<file path="config.mk">
export PLATFORM = sky130hd
export DESIGN_NAME = regfile_wb_arbiter
export DESIGN_NICKNAME = d
export VERILOG_FILES = /design/src/rtl/regfile_wb_arbiter.sv
export SDC_FILE = /design/constraint.sdc
export NUM_CORES = 1
export LEC_CHECK = 0
export ABC_AREA = 1
export CORE_MARGIN = 1
export CORE_UTILIZATION = 40
export DETAILED_ROUTE_END_ITERATION = 10
export PLACE_DENSITY_LB_ADDON = 0.1
export SETUP_SLACK_MARGIN = 0.3
export SYNTH_ARGS = -nofsm -noshare
export SYNTH_HDL_FRONTEND = slang
export SYNTH_SLANG_ARGS = --single-unit
</file>
<file path="constraint.sdc">
create_clock -name arb_clk -period 6.22 [get_ports arb_clk]
set_input_delay 1.555 -clock arb_clk [delete_from_list [all_inputs] [get_ports arb_clk]]
set_output_delay 1.555 -clock arb_clk [all_outputs]
set_load 0.005 [all_outputs]
</file>
<file path="src/rtl/regfile_wb_arbiter.sv">
// rtl/regfile_wb_arbiter.sv - round-robin write-back arbiter and RAW hazard scoreboard for the register bank
module regfile_wb_arbiter #(
    parameter int NUM_REQ    = 3,
    parameter int DATA_WIDTH = 32,
    parameter int ADDR_WIDTH = 5
) (
    input  logic                           arb_clk,
    input  logic                           arb_rst,
    input  logic [NUM_REQ-1:0]             arb_req_valid,
    input  logic [NUM_REQ*ADDR_WIDTH-1:0]  arb_req_addr,
    input  logic [NUM_REQ*DATA_WIDTH-1:0]  arb_req_data,
    output logic [NUM_REQ-1:0]             arb_req_ready,
    input  logic                           arb_rsv_en,
    input  logic [ADDR_WIDTH-1:0]          arb_rsv_addr,
    input  logic [ADDR_WIDTH-1:0]          arb_chk_addr_1,
    input  logic [ADDR_WIDTH-1:0]          arb_chk_addr_2,
    output logic                           arb_hazard_1,
    output logic                           arb_hazard_2,
    output logic                           arb_wr_en,
    output logic [ADDR_WIDTH-1:0]          arb_wr_addr,
    output logic [DATA_WIDTH-1:0]          arb_wr_data,
    output logic [31:0]                    arb_busy
);

    localparam int PTR_W = (NUM_REQ > 1) ? $clog2(NUM_REQ) : 1;
    localparam int NREG  = 32;

    logic [PTR_W-1:0]      r_ptr;
    logic                  r_wr_en;
    logic [ADDR_WIDTH-1:0] r_wr_addr;
    logic [DATA_WIDTH-1:0] r_wr_data;
    logic [NREG-1:0]       r_busy;

    logic                  w_found;
    logic                  w_xfer;
    logic [PTR_W-1:0]      w_gnt_idx;
    logic [PTR_W-1:0]      w_ptr_next;
    logic [ADDR_WIDTH-1:0] w_sel_addr;
    logic [DATA_WIDTH-1:0] w_sel_data;
    logic [NREG-1:0]       w_set;
    logic [NREG-1:0]       w_clr;
    logic [NREG-1:0]       w_busy_next;

    // Scan from the priority pointer; the first valid requester wins.
    always_comb begin
        int idx;
        idx       = 0;
        w_found   = 1'b0;
        w_gnt_idx = '0;
        for (int k = 0; k < NUM_REQ; k++) begin
            idx = (int'(r_ptr) + k) % NUM_REQ;
            if (!w_found && arb_req_valid[idx]) begin
                w_found   = 1'b1;
                w_gnt_idx = PTR_W'(idx);
            end
        end
    end

    assign w_xfer        = w_found & ~arb_rst;
    assign arb_req_ready = w_xfer ? (NUM_REQ'(1) << w_gnt_idx) : '0;
    assign w_sel_addr    = arb_req_addr[ADDR_WIDTH*w_gnt_idx +: ADDR_WIDTH];
    assign w_sel_data    = arb_req_data[DATA_WIDTH*w_gnt_idx +: DATA_WIDTH];
    assign w_ptr_next    = (w_gnt_idx == PTR_W'(NUM_REQ - 1)) ? '0 : w_gnt_idx + 1'b1;

    // Set is applied after clear so a fresh reservation survives a same-cycle write-back.
    assign w_set       = (arb_rsv_en && arb_rsv_addr != '0) ? (NREG'(1) << arb_rsv_addr) : '0;
    assign w_clr       = (w_xfer && w_sel_addr != '0) ? (NREG'(1) << w_sel_addr) : '0;
    assign w_busy_next = ((r_busy & ~w_clr) | w_set) & ~NREG'(1);

    always_ff @(posedge arb_clk or posedge arb_rst) begin
        if (arb_rst) begin
            r_ptr     <= '0;
            r_wr_en   <= 1'b0;
            r_wr_addr <= '0;
            r_wr_data <= '0;
            r_busy    <= '0;
        end else begin
            r_busy  <= w_busy_next;
            r_wr_en <= w_xfer && (w_sel_addr != '0);
            if (w_xfer) begin
                r_ptr     <= w_ptr_next;
                r_wr_addr <= w_sel_addr;
                r_wr_data <= w_sel_data;
            end
        end
    end

    // The in-flight term covers the cycle between scoreboard clear and the bank write.
    assign arb_hazard_1 = ~arb_rst & (arb_chk_addr_1 != '0) &
                          (r_busy[arb_chk_addr_1] | (r_wr_en & (r_wr_addr == arb_chk_addr_1)));
    assign arb_hazard_2 = ~arb_rst & (arb_chk_addr_2 != '0) &
                          (r_busy[arb_chk_addr_2] | (r_wr_en & (r_wr_addr == arb_chk_addr_2)));

    assign arb_wr_en   = r_wr_en;
    assign arb_wr_addr = r_wr_addr;
    assign arb_wr_data = r_wr_data;
    assign arb_busy    = r_busy;

endmodule

</file>
=== Word level (Yosys, flattened, before mapping) ===
Index checks and enable logic that the tools add are counted.

* Input port bits: 132
* Output and inout port bits: 75
* Register bits after elaboration: 71
* Logic and storage cells: 71

* $add $sub $neg: 3
* Div/mod/pow operators: 3
* $mul: 1
* Equality and inequality tests: 3
* Muxes and demuxes: 23
* Reduce and logical (&&, ||, !) cells: 10
* Magnitude comparators: 5
* Bitwise logic cells: 13
* Shift operators: 5

{| class="wikitable"
|+ Operators with widths
! kind !! count
|-
| $lt 32x4->1 const B || 3
|-
| $shiftx 96x8->32 || 1
|-
| $mod 32x3->32 const B || 2
|-
| $mux 32 || 2
|-
| $shl 1x5->32 const A || 2
|-
| $and 32x32->32 || 1
|-
| $mod 3x3->32 const B || 1
|-
| $not 32->32 || 1
|-
| $or 32x32->32 || 1
|-
| $reduce_bool 5->1 || 4
|-
| $shiftx 15x6->5 || 1
|-
| $lt 5x6->1 const B || 2
|-
| $mux 1 || 11
|-
| $bmux 1 s5 || 2
|-
| $eq 5x5->1 || 2
|-
| $mux 2 || 4
|-
| $and 1x1->1 || 7
|-
| $bmux 1 s2 || 3
|-
| $mul 3x2->5 const A || 1
|-
| $logic_and 1x1->1 || 4
|-
| $add 2x1->3 const B || 1
|-
| $add 2x2->3 const B || 1
|-
| $mux 3 || 1
|-
| $shl 1x2->3 const A || 1
|-
| 5 further kinds || 7
|}

=== Depth between registers and ports, before layout ===
Gate-level depths: netlist of run 1.

* Depth after elaboration: 19
* Mapped depth: 18
* Gate-level depth less buffers: 18

=== Worst setup path after synthesis of run 1 ===
No wires, ideal clock.

* Kind: input -> output
* From: input arb_rst
* To: output arb_req_ready[1]
* Stages: 4
* Arrival time: 3.923 ns
* Buffers on the path: 1
* Slack: 0.742 ns
* Required time: 4.665 ns
* Cell sequence: inv_1 -> nand2_1 -> clkbuf_1 -> nor2_1

* Longest elaborated chain between the ends: 3

{| class="wikitable"
|+ Ends and longest elaborated chain
! element !! RTL line !! text
|-
| start: declaration || 8 || <nowiki>input logic arb_rst,</nowiki>
|-
| $not 1->1 || 59 || <nowiki>assign w_xfer = w_found & ~arb_rst;</nowiki>
|-
| $and 1x1->1 || 59 ||
|-
| $mux 3 || 60 || <nowiki>assign arb_req_ready = w_xfer ? (NUM_REQ'(1) << w_gnt_idx) : '0;</nowiki>
|-
| end: declaration || 12 || <nowiki>output logic [NUM_REQ-1:0] arb_req_ready,</nowiki>
|}

No other way between the ends.

=== Worst setup path in the final report of run 1 ===
* From: input arb_chk_addr_2[2]
* To: output arb_hazard_2

* Longest elaborated chain between the ends: 4

{| class="wikitable"
|+ Ends and longest elaborated chain
! element !! RTL line !! text
|-
| start: declaration || 16 || <nowiki>input logic [ADDR_WIDTH-1:0] arb_chk_addr_2,</nowiki>
|-
| $bmux 1 s5 or $eq 5x5->1 (tied branches) || 92 || <nowiki>(r_busy[arb_chk_addr_2] | (r_wr_en & (r_wr_addr == arb_chk_addr_2)));</nowiki>
|-
| $mux 1 (implied by the code) or $and 1x1->1 (tied branches) || 92 ||
|-
| $or 1x1->1 || 92 ||
|-
| $and 1x1->1 * || 91 || <nowiki>assign arb_hazard_2 = ~arb_rst & (arb_chk_addr_2 != '0) &</nowiki>
|-
| end: declaration || 18 || <nowiki>output logic arb_hazard_2,</nowiki>
|}

Mark *: on every way between the ends. The rest lies on a longest branch, timed or not. The select of a mux whose other input is x is not followed.

==> flow_metrics.tcl, run 1 <==
set metrics [dict create \
    fin_worst_skew_ns 0.00468 \
    p_leak_nw 3.01 \
    numCtsBuffers 9 \
    avgSynthCellArea_um2 7.29 \
    drtAntennaViolNets 0 \
    grt_antenna_before_repair 0 \
    grt_pass1_wl_um 28700 \
    cp.arrival_ns 3.95 \
    cp.required_ns 4.66 \
    syn_inst 653 \
    synth.yosys.seq_area_share_pct 37.3 \
    die_y_um 111 \
    rr_endpoint "arb_busy[3]$_DFF_PP0_" \
    final_common_cell "clkdlybuf4s50_1" \
    yosysWarnings 0 \
    ir_drop_v 0.000253 \
    r2r_start "r_ptr[0]$_DFFE_PP0P_" \
    max_cap_viol_count 0 \
    dr_wl_met2_um 8650 \
    wl_met1_um 7710 \
    cts_hold_buf 0 \
    diodes 0 \
    placed_area_mm2 0.00685 \
    root_buffer "clkbuf_16" \
    core_mm2 0.0115 \
    htree_levels 3 \
    synth_cell_types 37 \
    end_kind "output pin" \
    rows 39 \
    clk_latency_ns 0.34 \
    postCtsSetupBuffers 0 \
    clkTransAtPathRegs_ns 0.06 \
    ys_ff_latch 71 \
    max-slew-margin-rel_pct 34.7 \
    cts_resized 0 \
    synth.net_count 789 \
    pre_cts_ws_ns 0.779 \
    wl_per_cell_um 18.4 \
    outcome "complete, but fails checks" \
    cts_sinks 71 \
    port_buffers 205 \
    dieWidth_um 111 \
    grt_max_degree 72 \
    worstPathMaxFanout 7 \
    ff_latch_area_mm2 0.00178 \
    multi_input_area_mm2 0.00257 \
    worstSetupStartpointType "input port" \
    area_growth_pct 50.6 \
    synth_edf_count 0 \
    fin_area_mm2 0.00717 \
    overflow 0 \
    die_area_mm2 0.0123 \
    worstSetupPathType "in -> out" \
    holdPathStages 2 \
    first_iter_violations 481 \
    top_layer_used "met4" \
    clk_path_buf_depth 2 \
    nFillCells 1094 \
    route.detailed.drc 8 \
    final_hold_viol_count 0 \
    gp_congestion 0.992 \
    cts_tree "built" \
    min_to "arb_wr_data[2]$_DFFE_PP0P_" \
    start_util_pct 41.3 \
    utilization_pct 62.2 \
    final_layout_size_suffix_gt1_share_pct 7.22 \
    wl_um 18200 \
    finalMaxSlewViolations 0 \
    power_density_mw_per_mm2 556 \
    finalSetupViolCount 0 \
    layout_common_cells "205 x clkdlybuf4s50_1, 110 x nand2_1, 71 x a21oi_1, 71 x dfrtp_1, 61 x nand3_1" \
    reg2regPathDepth 16 \
    tightest_slew_ns 0.978 \
    dp_hpwl_um 13700 \
    first_pass_iters 9 \
    hold_path_class "reg -> reg" \
    finalSetupTns_ns 0 \
    worst_slack_ns 0.715 \
    whs_ns 0.518 \
    final_nets 976 \
    max_freq_mhz 182 \
    routed-via-count 5618 \
    grt_pass1_vias 5567 \
    gr-usage-all-layers_pct 29.6 \
    num_io_pins 207 \
    synthFlopType "dfrtp_1" \
    avgViaCountPerCell 5.69 \
    ff2ff_setup_slack_ns 2.76 \
    hp-start "arb_wr_data[2]$_DFFE_PP0P_" \
    synth-async-reset-ratio_pct 100 \
    period_share_pct 88.5 \
    grt_setup_unrepaired "false" \
    wl_met3_um 1400 \
    violations "DRC" \
    min_period_ns 5.51 \
    synth_area_mm2 0.00476 \
]
==> synthesized netlist by cell type (12+ instances only) <==
| master | n | area [µm²] |
|---|---|---|
| a21oi_1 | 71 | 355 |
| a22oi_1 | 24 | 180 |
| clkbuf_1 | 20 | 75.1 |
| dfrtp_1 | 71 | 1780 |
| inv_1 | 50 | 188 |
| nand2_1 | 110 | 413 |
| nand3_1 | 61 | 305 |
| nand4_1 | 12 | 75.1 |
| nor2_1 | 50 | 188 |
| o21ai_0 | 39 | 195 |
| o21ai_1 | 36 | 180 |
==> registers in the layout (all words and copies together), names as in the netlist <==
name / count
arb_wr_addr: 5
arb_wr_data: 32
arb_busy: 31
arb_wr_en: 1
r_ptr: 2
==> worst max-delay path, cell delays in order <==
cell	delay [ns]
clkdlybuf4s50_1	0.66
inv_1	0.23
nand2_1	0.13
a21oi_1	0.04
o311ai_0	0.46
o21ai_0	0.18
nand2_1	0.09
nand3_1	0.06
nand3_1	0.08
inv_1	0.04
clkdlybuf4s50_1	0.43
==> metal layers <==
layer | global-route usage, % | vias up
met5 | 0 | -
met4 | 10.9 | 0
met3 | 5.41 | 40
met2 | 49.4 | 275
met1 | 38.2 | 2658
li1 | - | 2645
==> per-stage QoR <==
| step | total power, mW | std cells |
|---|---|---|
| global placement | 3.34 | 972 |
| finish | 3.98 | 988 |
| floorplan | 2.43 | 653 |
| detailed placement | 3.40 | 972 |
| global route | 4.27 | 988 |
| CTS | 3.96 | 988 |
==> area by class of cell <==
type,count,share of cell area (%)
Multi-Input combinational cell,485,35.8
Timing Repair Buffer,211,29.3
Sequential cell,71,24.8
Inverter,62,3.25
Clock buffer,10,3.19
Tap cell,143,2.50
Clock inverter,6,1.19
==> where the power goes <==
part	leakage, nW	internal, mW	total, mW	switching [mW]
Clock	0.148	0.350	0.551	0.201
Sequential	0.834	0.698	0.921	0.223
Combinational	2.03	0.994	2.51	1.52
==> how the worst max path moves through the flow <==
stage | from | to | slack [ns] | cells after the start
after floorplan | arb_rst | arb_req_ready[1] | 0.74 | 4
after global placement | arb_chk_addr_2[2] | arb_hazard_2 | 0.78 | 11
after detailed placement | arb_chk_addr_2[2] | arb_hazard_2 | 0.78 | 11
after CTS | arb_chk_addr_2[2] | arb_hazard_2 | 0.77 | 11
after global routing | arb_chk_addr_2[2] | arb_hazard_2 | 0.53 | 12
final | arb_chk_addr_2[2] | arb_hazard_2 | 0.71 | 11
==> cell families after synthesis <==
| logic type | synth area share, % |
|---|---|
| simple gates | 27.2 |
| compound gates | 25.7 |
| flops | 37.3 |
| fa+ha+maj | 1.05 |
| other cells | 0.0788 |
| buf+inv | 8.73 |
(Power assumes the default switching activity.)
==> run 2, diff against run 1 <==
- CTS_BUF_LIST: unset -> sky130_fd_sc_hd__clkbuf_16
==> run 2 against run 1 <==
Effect of this change: the flow still finishes with violations (DRC); via count hardly changed; die area stayed put; clock power hardly changed; sequential share of layout area stayed put; flip-flop and latch count stayed put; register-to-register slack better by 0.02 ns; power is 0.11% lower; clock skew hardly changed; count of clock-buffer cells in the layout is 1 lower; fmax hardly changed; final cell count stayed put; first-iteration DRC count stayed put; critical path type unchanged; largest power group unchanged.
==> flow_metrics.tcl, run 2 (synthesized netlist as in run 1, its figures left out) <==
set metrics [dict create \
    dp.cells 972 \
    whs_ns 0.518 \
    dp_hpwl_um 13700 \
    max_cap_viol_count 0 \
    first_pass_iters 8 \
    start_util_pct 41.3 \
    cts_sinks 71 \
    die_y_um 111 \
    final_nets 976 \
    tightest_slew_ns 0.978 \
    avgViaCountPerCell 5.69 \
    overflow 0 \
    period_share_pct 88.4 \
    dieWidth_um 111 \
    clk_path_buf_depth 2 \
    first_iter_violations 481 \
    nFillCells 1094 \
    grt_pass1_wl_um 28700 \
    worstSetupStartpointType "input port" \
    ff_latch_area_mm2 0.00178 \
    grt_antenna_before_repair 0 \
    rr_endpoint "arb_busy[3]$_DFF_PP0_" \
    clkTransAtPathRegs_ns 0.06 \
    drtAntennaViolNets 0 \
    area_growth_pct 50.6 \
    postCtsSetupBuffers 0 \
    final_layout_size_suffix_gt1_share_pct 7.22 \
    wl_per_cell_um 18.4 \
    gp_congestion 0.992 \
    diodes 0 \
    instances_no_fill 988 \
    largest_reg_flops 32 \
    cts_resized 0 \
    holdPathStages 2 \
    cp.arrival_ns 3.95 \
    rows 39 \
    min_period_ns 5.50 \
    cts_hold_buf 0 \
    p_leak_nw 3.02 \
    route.detailed.drc 8 \
    grt_pass1_vias 5567 \
    cp.required_ns 4.66 \
    hold_path_class "reg -> reg" \
    reg2regPathDepth 16 \
    core_mm2 0.0115 \
    max-slew-margin-rel_pct 34.7 \
    htree_levels 3 \
    r2r_start "r_ptr[0]$_DFFE_PP0P_" \
    root_buffer "clkbuf_16" \
    cts_tree "built" \
    max_freq_mhz 182 \
    num_io_pins 207 \
    multi_input_area_mm2 0.00257 \
    clk_latency_ns 0.34 \
    numCtsBuffers 9 \
    worstPathMaxFanout 7 \
    layout_common_cells "205 x clkdlybuf4s50_1, 110 x nand2_1, 71 x a21oi_1, 71 x dfrtp_1, 61 x nand3_1" \
    final_common_cell "clkdlybuf4s50_1" \
    grt_max_degree 72 \
    power_density_mw_per_mm2 555 \
    routed-via-count 5621 \
    finalSetupTns_ns 0 \
    die_area_mm2 0.0123 \
    violations "DRC" \
    gr-usage-all-layers_pct 29.6 \
    ff2ff_setup_slack_ns 2.78 \
    ir_drop_v 0.000252 \
    end_kind "output pin" \
    worstSetupPathType "in -> out" \
    outcome "complete, but fails checks" \
    min_to "arb_wr_data[2]$_DFFE_PP0P_" \
    hp-start "arb_wr_data[2]$_DFFE_PP0P_" \
    final_hold_viol_count 0 \
    wl_um 18200 \
    port_buffers 205 \
    finalSetupViolCount 0 \
    finalMaxSlewViolations 0 \
    grt_setup_unrepaired "false" \
    fin_worst_skew_ns 0.00472 \
]
run 2: changes by cell type in the layout (fill, tap and decap cells not counted), sizes merged:
cell,previous run,this run
clkbuf,10,9
inv,60,61
run 2: power breakdown:
part / switching, mW / leakage [nW] / internal [mW]
sequential: 0.223 / 0.834 / 0.698
clock: 0.201 / 0.153 / 0.348
combinational: 1.51 / 2.03 / 0.994
total: 1.94 / 3.02 / 2.04
run 2: metrics by stage:
stage | power [mW] | cell area (µm²) | util [%] | setup WS, ns
finish | 3.98 | 7170 | 62.2 | 0.720
global route | 4.26 | 7170 | 62.2 | 0.533
CTS | 3.96 | 7170 | 62.2 | 0.771
detailed placement | 3.40 | 6850 | 59.5 | 0.779
global placement | 3.34 | 6850 | 59.5 | 0.781
floorplan | 2.43 | 4760 | - | 0.742
run 2: worst max-delay path: stages:
cell,delay (ns)
clkdlybuf4s50_1,0.66
inv_1,0.23
nand2_1,0.13
a21oi_1,0.04
o311ai_0,0.46
o21ai_0,0.18
nand2_1,0.09
nand3_1,0.06
nand3_1,0.08
inv_1,0.04
clkdlybuf4s50_1,0.43
run 2: final cells by class:
class,count,share of cell area (%)
sequential,71,24.8
multi-input combinational,485,35.8
tap,143,2.50
inverter,62,3.25
clock inverter,7,1.24
timing repair buffer,211,29.3
clock buffer,9,3.14
run 2: how the worst max path moves through the flow:
stage	startpoint	to	slack, ns	cells after the start
2_1_floorplan	arb_rst	arb_req_ready[1]	0.74	4
3_3_place_gp	arb_chk_addr_2[2]	arb_hazard_2	0.78	11
3_5_place_dp	arb_chk_addr_2[2]	arb_hazard_2	0.78	11
4_1_cts	arb_chk_addr_2[2]	arb_hazard_2	0.77	11
5_1_grt	arb_chk_addr_2[2]	arb_hazard_2	0.53	12
6_report	arb_chk_addr_2[2]	arb_hazard_2	0.72	11
run 2: metal layers:
| metal | track usage, % | up-vias | wire, µm |
|---|---|---|---|
| met3 | 5.41 | 40 | 1400 |
| li1 | - | 2646 | - |
| met1 | 38.2 | 2665 | 7700 |
| met5 | 0 | - | 0 |
| met2 | 49.4 | 270 | 8650 |
| met4 | 10.9 | 0 | 450 |
